==> src/rtl/vc_fifo_bank.sv <==
// vc_fifo_bank: NCH-channel threshold FIFO bank with indexed registered read; VC_FIFO_OCC_EN adds an occupancy output
module vc_fifo_bank #(
   parameter int BW  = 6,
   parameter int NCH = 4,
   parameter int AW  = 2,
   parameter int SW  = 2
) (
   input  logic              clk,
   input  logic              reset,
   input  logic [NCH-1:0]    wr,
   input  logic [NCH*BW-1:0] data_in,
   input  logic              rd,
   input  logic [SW-1:0]     rd_sel,
   input  logic [AW:0]       umbral_bajo,
   input  logic [AW:0]       umbral_alto,
   input  logic [NCH-1:0]    error_clr,
   output logic [BW-1:0]     data_out,
   output logic              data_out_valid,
   output logic [NCH-1:0]    full,
   output logic [NCH-1:0]    empty,
   output logic [NCH-1:0]    almost_full,
   output logic [NCH-1:0]    almost_empty,
   output logic [NCH-1:0]    error
`ifdef VC_FIFO_OCC_EN
   ,
   output logic [NCH*(AW+1)-1:0] occupancy
`endif
);
   localparam int DEPTH = 2**AW;
   logic [NCH-1:0]    rd_hit;
   logic [NCH*BW-1:0] rd_word;
   logic              rd_ok;
   assign rd_ok = |rd_hit;
   for (genvar i = 0; i < NCH; i++) begin : g_ch
      logic [BW-1:0] mem [DEPTH];
      logic [AW-1:0] wp, rp;
      logic [AW:0]   cnt;
      logic          sel, wr_ok;
      assign sel                = rd && rd_sel == SW'(i);
      assign rd_hit[i]          = sel && !empty[i];
      assign wr_ok              = wr[i] && (!full[i] || rd_hit[i]);
      assign full[i]            = cnt == (AW+1)'(DEPTH);
      assign empty[i]           = cnt == '0;
      assign almost_full[i]     = cnt >= umbral_alto && umbral_alto != '0;
      assign almost_empty[i]    = cnt <= umbral_bajo;
      assign rd_word[i*BW +: BW] = mem[rp];
`ifdef VC_FIFO_OCC_EN
      assign occupancy[i*(AW+1) +: AW+1] = cnt;
`endif
      always_ff @(posedge clk)
         if (!reset && wr_ok) mem[wp] <= data_in[i*BW +: BW];
      always_ff @(posedge clk) begin
         if (reset) begin
            wp       <= '0;
            rp       <= '0;
            cnt      <= '0;
            error[i] <= 1'b0;
         end else begin
            wp       <= wp + AW'(wr_ok);
            rp       <= rp + AW'(rd_hit[i]);
            cnt      <= cnt + (AW+1)'(wr_ok) - (AW+1)'(rd_hit[i]);
            error[i] <= (error[i] && !error_clr[i]) || (wr[i] && !wr_ok) || (sel && empty[i]);
         end
      end
   end
   always_ff @(posedge clk) begin
      if (reset) begin
         data_out       <= '0;
         data_out_valid <= 1'b0;
      end else begin
         data_out_valid <= rd_ok;
         data_out       <= rd_ok ? rd_word[int'(rd_sel)*BW +: BW] : data_out;
      end
   end
endmodule
==> config.mk <==
export PLATFORM = sky130hd
export DESIGN_NAME = vc_fifo_bank
export DESIGN_NICKNAME = d
export VERILOG_FILES = /design/src/rtl/vc_fifo_bank.sv
export SDC_FILE = /design/constraint.sdc
export NUM_CORES = 1
export LEC_CHECK = 0
export CAP_MARGIN = 0
export CORE_MARGIN = 2
export CORE_UTILIZATION = 47
export CTS_CLUSTER_SIZE = 30
export DETAILED_ROUTE_END_ITERATION = 10
export PLACE_DENSITY_LB_ADDON = 0.1
export SLEW_MARGIN = 10
export SYNTH_ARGS = -nofsm -noshare
export SYNTH_HDL_FRONTEND = slang
export SYNTH_SLANG_ARGS = --single-unit
==> constraint.sdc <==
create_clock -name clk -period 4.16 [get_ports clk]
set_input_delay 0.832 -clock clk [delete_from_list [all_inputs] [get_ports clk]]
set_output_delay 0.832 -clock clk [all_outputs]
set_load 0.1 [all_outputs]
==> run_results.csv, run 1 <==
group,metric,value,unit
run_status,status,"finished clean",
sta,slew_viol_final,0,
power,p_total,0.00478,W
hold_path,min_path_cells,2,
sta,max_freq,0.301,GHz
logic_synthesis,synth_area,0.00619,mm^2
sta,hold_viol,0,
routing,drt.antenna.violating_nets,0,
floorplan,die_x,119,um
clocking,htreeDepth,4,
critical_path,startpoint,"umbral_bajo[1]",
routing,wirelength,12200,um
clocking,cts_num_sinks,135,
hold_path,worst_hold_path_type,"register to register",
floorplan,die_height,119,um
sta,finClkSkew,0.00601,ns
clocking,post_cts_resized,0,
logic_synthesis,seq_area_frac_synth,0.592,
floorplan,num_rows,41,
logic_synthesis,synthCells,441,
routing,wire_per_inst,17.1,um
critical_path,timing.setup.critical_path_class,"input port to output pin",
layout,multiInputGateArea,0.00239,mm^2
routing,drtIter0Drc,287,
clocking,cts_tree,"done",
global_route,globalRouteOverflowTotal,0,
logic_synthesis,ys_async_sr_fraction,0,
layout,n_antenna_cell,0,
critical_path,timing.rr.start,"g_ch[1].cnt[2]$_SDFF_PP0_",
clocking,root_buffer,"clkbuf_16",
global_route,antenna_found_initial,0,
place,hpwlAfterDp,8980,um
clocking,cts.clk_slew.worst_paths,0.06,ns
clocking,cts_buffer_depth,2,
sta,period_share,0.797,
critical_path,max_stage_delay,0.46,ns
sta,rsz0062_at_grt,"no",
critical_path,cp.arrival,2.48,ns
critical_path,critPathMaxFanout,4,
sta,tightest_slew,0.992,ns
power,peakVddDrop,0.000563,V
layout,area_delta_synth_final,23.4,%
critical_path,cp_cell_sequence,"clkdlybuf4s50_1 > inv_1 > ha_1 > nor2b_1 > o21a_1 > o21ai_1 > buf_4",
critical_path,cp_slowest_cell,"clkdlybuf4s50_1",
logic_synthesis,synth_cell_types,50,
floorplan,initial_core_util,0.486,
critical_path,crit_required,3.33,ns
floorplan,coreArea,0.0127,mm^2
sta,holdWs,0.467,ns
global_route,grt_first_pass_wirelength,20000,um
layout,nFillCells,1048,
sta,setup-tns-final,0,ns
sta,relSlewSlack,0.337,
power,power.density,626,mW/mm^2
layout,drive_above_1_share,0.158,
hold_path,min_from,"error[2]$_SDFF_PP0_",
logic_synthesis,synth_area_per_cell,14.0,um^2
critical_path,ff2ff_path_depth,8,
place,gp_congestion,0.825,
clocking,cts_hold_buffers,0,
global_route,grt_max_degree,38,
logic_synthesis,yosys_warnings,0,
routing,dr.pass1.iters,4,
sta,fin_crit,3.32,ns
clocking,postCtsSetupBuffers,0,
logic_synthesis,synth-seq-cells,135,
layout,final_nets,612,
clocking,cts_buffers,17,
layout,regArea,0.00366,mm^2
global_route,grt_usage,0.186,
logic_synthesis,synth_nets,522,
clocking,clk_latency,0.40,ns
critical_path,cp-start-kind,"input port",
floorplan,io_pins,70,
place,numPortBuffers,69,
sta,setup_viol,0,
power,leakagePower,2.74,nW
routing,vias_per_cell,5.31,
global_route,grt_pass1_vias,3832,
routing,via_count,3795,
critical_path,cp-end-kind,"output pin",
flow_run,cap_violations,0,
logic_synthesis,ys.flop_type,"edfxtp_1",
floorplan,die_area,0.0141,mm^2
routing,drc,0,
logic_synthesis,synth-edff-count,96,
-- layer usage --
layer | vias up | share of wire | GRT usage
met5 | - | 0 | 0
met1 | 1843 | 0.46 | 0.245
met4 | 0 | 0.0071 | 0.0543
met2 | 83 | 0.50 | 0.300
met3 | 7 | 0.041 | 0.0541
li1 | 1862 | - | -
-- cell type report --
cell class,instances,share of cell area
Sequential cell,135,0.480
Multi-Input combinational cell,274,0.313
Timing Repair Buffer,86,0.103
Clock buffer,22,0.0608
Tap cell,172,0.0282
Inverter,17,0.00836
Clock inverter,9,0.00704
-- power breakdown --
group | internal (W) | switching (W) | total [W] | leakage [nW]
combinational | 0.000542 | 0.00119 | 0.00174 | 1.30
sequential | 0.00158 | 0.000162 | 0.00175 | 1.19
clock | 0.000783 | 0.000518 | 0.00130 | 0.247
-- cells in the final DEF (no fill, tap or decap), types with 5 or more instances in the layout --
master,n
a21oi_1,9
xnor2_1,11
a311oi_2,6
nor2_1,34
ha_1,34
a211oi_1,5
inv_1,17
xor2_1,7
nor3_1,10
nand2_1,6
nand2b_1,8
clkbuf_16,17
buf_4,27
mux2i_1,23
dfxtp_1,39
clkdlybuf4s50_1,58
nor4_1,5
edfxtp_1,96
nand3_1,10
o22ai_1,9
nor4b_1,8
mux4_2,13
nor2b_1,19
-- synth_stat cells, drive strengths merged, types with 5 or more instances --
cell,instances,area (um^2)
edfxtp,96,2880
dfxtp,39,781
ha,34,425
nor2,34,128
mux2i,23,230
nor2b,19,119
inv,17,63.8
nor3,14,115
mux4,13,293
o22ai,11,88.8
xnor2,11,96.3
nand3,10,50.1
a21oi,9,45.0
buf,9,48.8
o21ai,9,60.1
nand2b,8,50.1
nor4b,8,70.1
xor2,7,61.3
a311oi,6,90.1
clkbuf,6,22.5
nand2,6,22.5
a211oi,5,37.5
nor4,5,31.3
-- sequential cells by signal, indices dropped and copies added (netlist names) --
| signal | cells |
|---|---|
| g_ch.mem | 96 |
| g_ch.cnt | 12 |
| g_ch.rp | 8 |
| g_ch.wp | 8 |
| data_out | 6 |
| error | 4 |
| data_out_valid | 1 |
-- critical path: cells and delay by family --
kind                     cells  cell delay (ns)
buffers and inverters        3             0.88
adder cells (fa/ha/maj)      1             0.32
AND/OR/NAND/NOR              1             0.14
AO/OA/AOI/OAI                2             0.32
-- worst paths after layout --
kind	endpoint	slack [ns]
hold reg to reg	error[2]$_SDFF_PP0_	0.47
hold / removal	error[2]$_SDFF_PP0_	0.47
setup / recovery	almost_empty[0]	0.84
setup reg to reg	g_ch[1].cnt[2]$_SDFF_PP0_	1.67
-- per-stage QoR --
| stage | setup slack (ns) | cell area, um^2 | util | instances |
|---|---|---|---|---|
| final | 0.843 | 7640 | 0.600 | 715 |
| after global routing | 0.731 | 7640 | 0.600 | 715 |
| after CTS | 0.821 | 7640 | 0.600 | 715 |
| after detailed placement | 0.610 | 7120 | 0.560 | 684 |
| after global placement | 0.691 | 7120 | 0.560 | 684 |
| after floorplan | 0.514 | 6190 | - | 441 |
-- logic make-up after synthesis --
logic type,after synthesis,synth area share
DFF,135,0.592
and+or+nand+nor,125,0.121
xor gates and xnor gates,18,0.0255
buffers and inverters,32,0.0218
AOI/OAI and AO/OA,57,0.0730
adders and majority gates,38,0.0817
muxes,36,0.0845
Power figures use the tool's default switching activity.
==> run 2: changes to the inputs <==
==> constraint.sdc (replaced) <==
create_clock -name clk -period 2.8 [get_ports clk]
set_input_delay 0.56 -clock clk [delete_from_list [all_inputs] [get_ports clk]]
set_output_delay 0.56 -clock clk [all_outputs]
set_load 0.1 [all_outputs]
==> run_results.csv, run 2 (synthesized netlist as in run 1, its figures left out) <==
group,metric,value,unit
sta,setup-tns-final,0,ns
critical_path,max_stage_delay,0.45,ns
clocking,root_buffer,"clkbuf_16",
floorplan,io_pins,70,
sta,fin_crit,2.66,ns
layout,final_nets,636,
critical_path,crit_required,2.24,ns
routing,vias_per_cell,5.31,
sta,max_freq,0.376,GHz
floorplan,die_x,119,um
sta,slew_viol_final,0,
floorplan,die_height,119,um
global_route,globalRouteOverflowTotal,0,
sta,relSlewSlack,0.434,
power,leakagePower,2.97,nW
routing,wire_per_inst,16.8,um
critical_path,cp-end-kind,"output pin",
clocking,htreeDepth,4,
sta,finClkSkew,0.00887,ns
place,hpwlAfterDp,9130,um
place,pre_cts_ws,-0.0771,ns
global_route,antenna_found_initial,0,
routing,dr.pass1.iters,4,
hold_path,worst_hold_path_type,"register to register",
critical_path,cp_slowest_cell,"clkdlybuf4s50_1",
power,power.density,946,mW/mm^2
clocking,cts_buffers,17,
layout,area_delta_synth_final,29.1,%
routing,drt.antenna.violating_nets,0,
floorplan,initial_core_util,0.486,
floorplan,die_area,0.0141,mm^2
floorplan,coreArea,0.0127,mm^2
layout,reg_top3,"g_ch.mem (96), g_ch.cnt (12)",
clocking,cts.clk_slew.worst_paths,0.06,ns
run_status,status,"finished clean",
layout,final_cell_mix,"96 x edfxtp_1, 59 x buf_4, 40 x clkdlybuf4s50_1, 39 x dfxtp_1, 34 x ha_1",
place,place_inst,708,
routing,drc,0,
routing,via_count,3929,
clocking,cts_buffer_depth,2,
critical_path,cp-start-kind,"input port",
flow_run,cap_violations,0,
sta,fin_ws,0.141,ns
floorplan,num_rows,41,
routing,drtIter0Drc,211,
place,gp_congestion,0.796,
sta,tightest_slew,0.849,ns
power,peakVddDrop,0.000981,V
layout,instances_no_fill,740,
place,numPortBuffers,69,
global_route,grt_usage,0.192,
clocking,cts_tree,"done",
sta,rsz0062_at_grt,"no",
global_route,grt_pass1_vias,4056,
critical_path,cp_cell_sequence,"clkdlybuf4s50_1 > inv_1 > ha_1 > nor2b_1 > o21a_1 > o21ai_2 > buf_12",
layout,design_area,0.00799,mm^2
sta,setup_viol,0,
critical_path,critPathMaxFanout,4,
global_route,grt_first_pass_wirelength,20700,um
layout,n_antenna_cell,0,
critical_path,timing.setup.critical_path_class,"input port to output pin",
global_route,grt_max_degree,46,
sta,period_share,0.950,
routing,wirelength,12500,um
layout,final_common_cell,"edfxtp_1",
clocking,cts_num_sinks,135,
layout,drive_above_1_share,0.245,
clocking,cts_hold_buffers,0,
place,postPlaceCellArea,0.00739,mm^2
layout,regMostFlops,"g_ch.mem",
layout,largest_reg_flops,96,
clocking,clk_latency,0.42,ns
sta,holdWs,0.472,ns
sta,hold_viol,0,
critical_path,cp.arrival,2.10,ns
run 2: cell count changes in the layout (fill, tap and decap cells not counted), moves of 2 or more:
cell	before	now
nor2_1	34	30
buf_12	0	9
o21ai_1	4	0
clkinv_4	0	2
clkinv_1	2	0
clkbuf_16	17	19
o21ai_2	1	5
nor2_2	0	4
clkdlybuf4s50_1	58	40
buf_4	27	59
run 2: routing by layer:
metal | share of wire | vias to the layer above | wire, um | GRT usage
met5 | 0 | - | 0 | 0
met4 | 0.011 | 0 | 140 | 0.0618
met3 | 0.049 | 13 | 613 | 0.0541
met2 | 0.50 | 76 | 6200 | 0.316
met1 | 0.44 | 1938 | 5500 | 0.245
li1 | - | 1902 | - | -
run 2: path summary, 6_finish.rpt:
path / startpoint / endpoint / slack, ns / cells after the start
setup / recovery: umbral_bajo[1] / almost_empty[1] / 0.14 / 7
hold / removal: error[2]$_SDFF_PP0_ / error[2]$_SDFF_PP0_ / 0.47 / 2
setup reg to reg: g_ch[1].cnt[2]$_SDFF_PP0_ / g_ch[1].cnt[2]$_SDFF_PP0_ / 0.40 / 8
hold reg to reg: error[2]$_SDFF_PP0_ / error[2]$_SDFF_PP0_ / 0.47 / 2
run 2: area by class of cell:
| cell class | instances | area (um^2) |
|---|---|---|
| Timing Repair Buffer | 110 | 1040 |
| Clock inverter | 10 | 91.3 |
| Multi-Input combinational cell | 274 | 2410 |
| Sequential cell | 135 | 3660 |
| Clock buffer | 22 | 497 |
| Tap cell | 172 | 215 |
| Fill cell | 1032 | 4740 |
| Inverter | 17 | 63.8 |
run 2: power breakdown:
group	internal (W)	switching [W]	total (W)
combinational	0.000982	0.00183	0.00281
clock	0.00135	0.000808	0.00216
sequential	0.00235	0.000238	0.00259
total	0.00468	0.00287	0.00756
run 2: through the flow:
stage                     power (W)  utilization
final                       0.00756        0.628
after CTS                   0.00763        0.627
after floorplan             0.00463            -
after global routing        0.00790        0.628
after detailed placement    0.00546        0.581
after global placement      0.00540        0.581
run 2: critical path: cells and delay by family:
kind | cells | cell delay, ns
buffers and inverters | 3 | 0.74
AOI/OAI and AO/OA | 2 | 0.34
adders and majority gates | 1 | 0.32
and+or+nand+nor | 1 | 0.13
run 2: repair_timing:
| action | CTS | global route |
|---|---|---|
| buffers inserted | 0 | 0 |
| endpoints found under the setup margin | 0 | 4 |
| resized for setup | 0 | 1 |
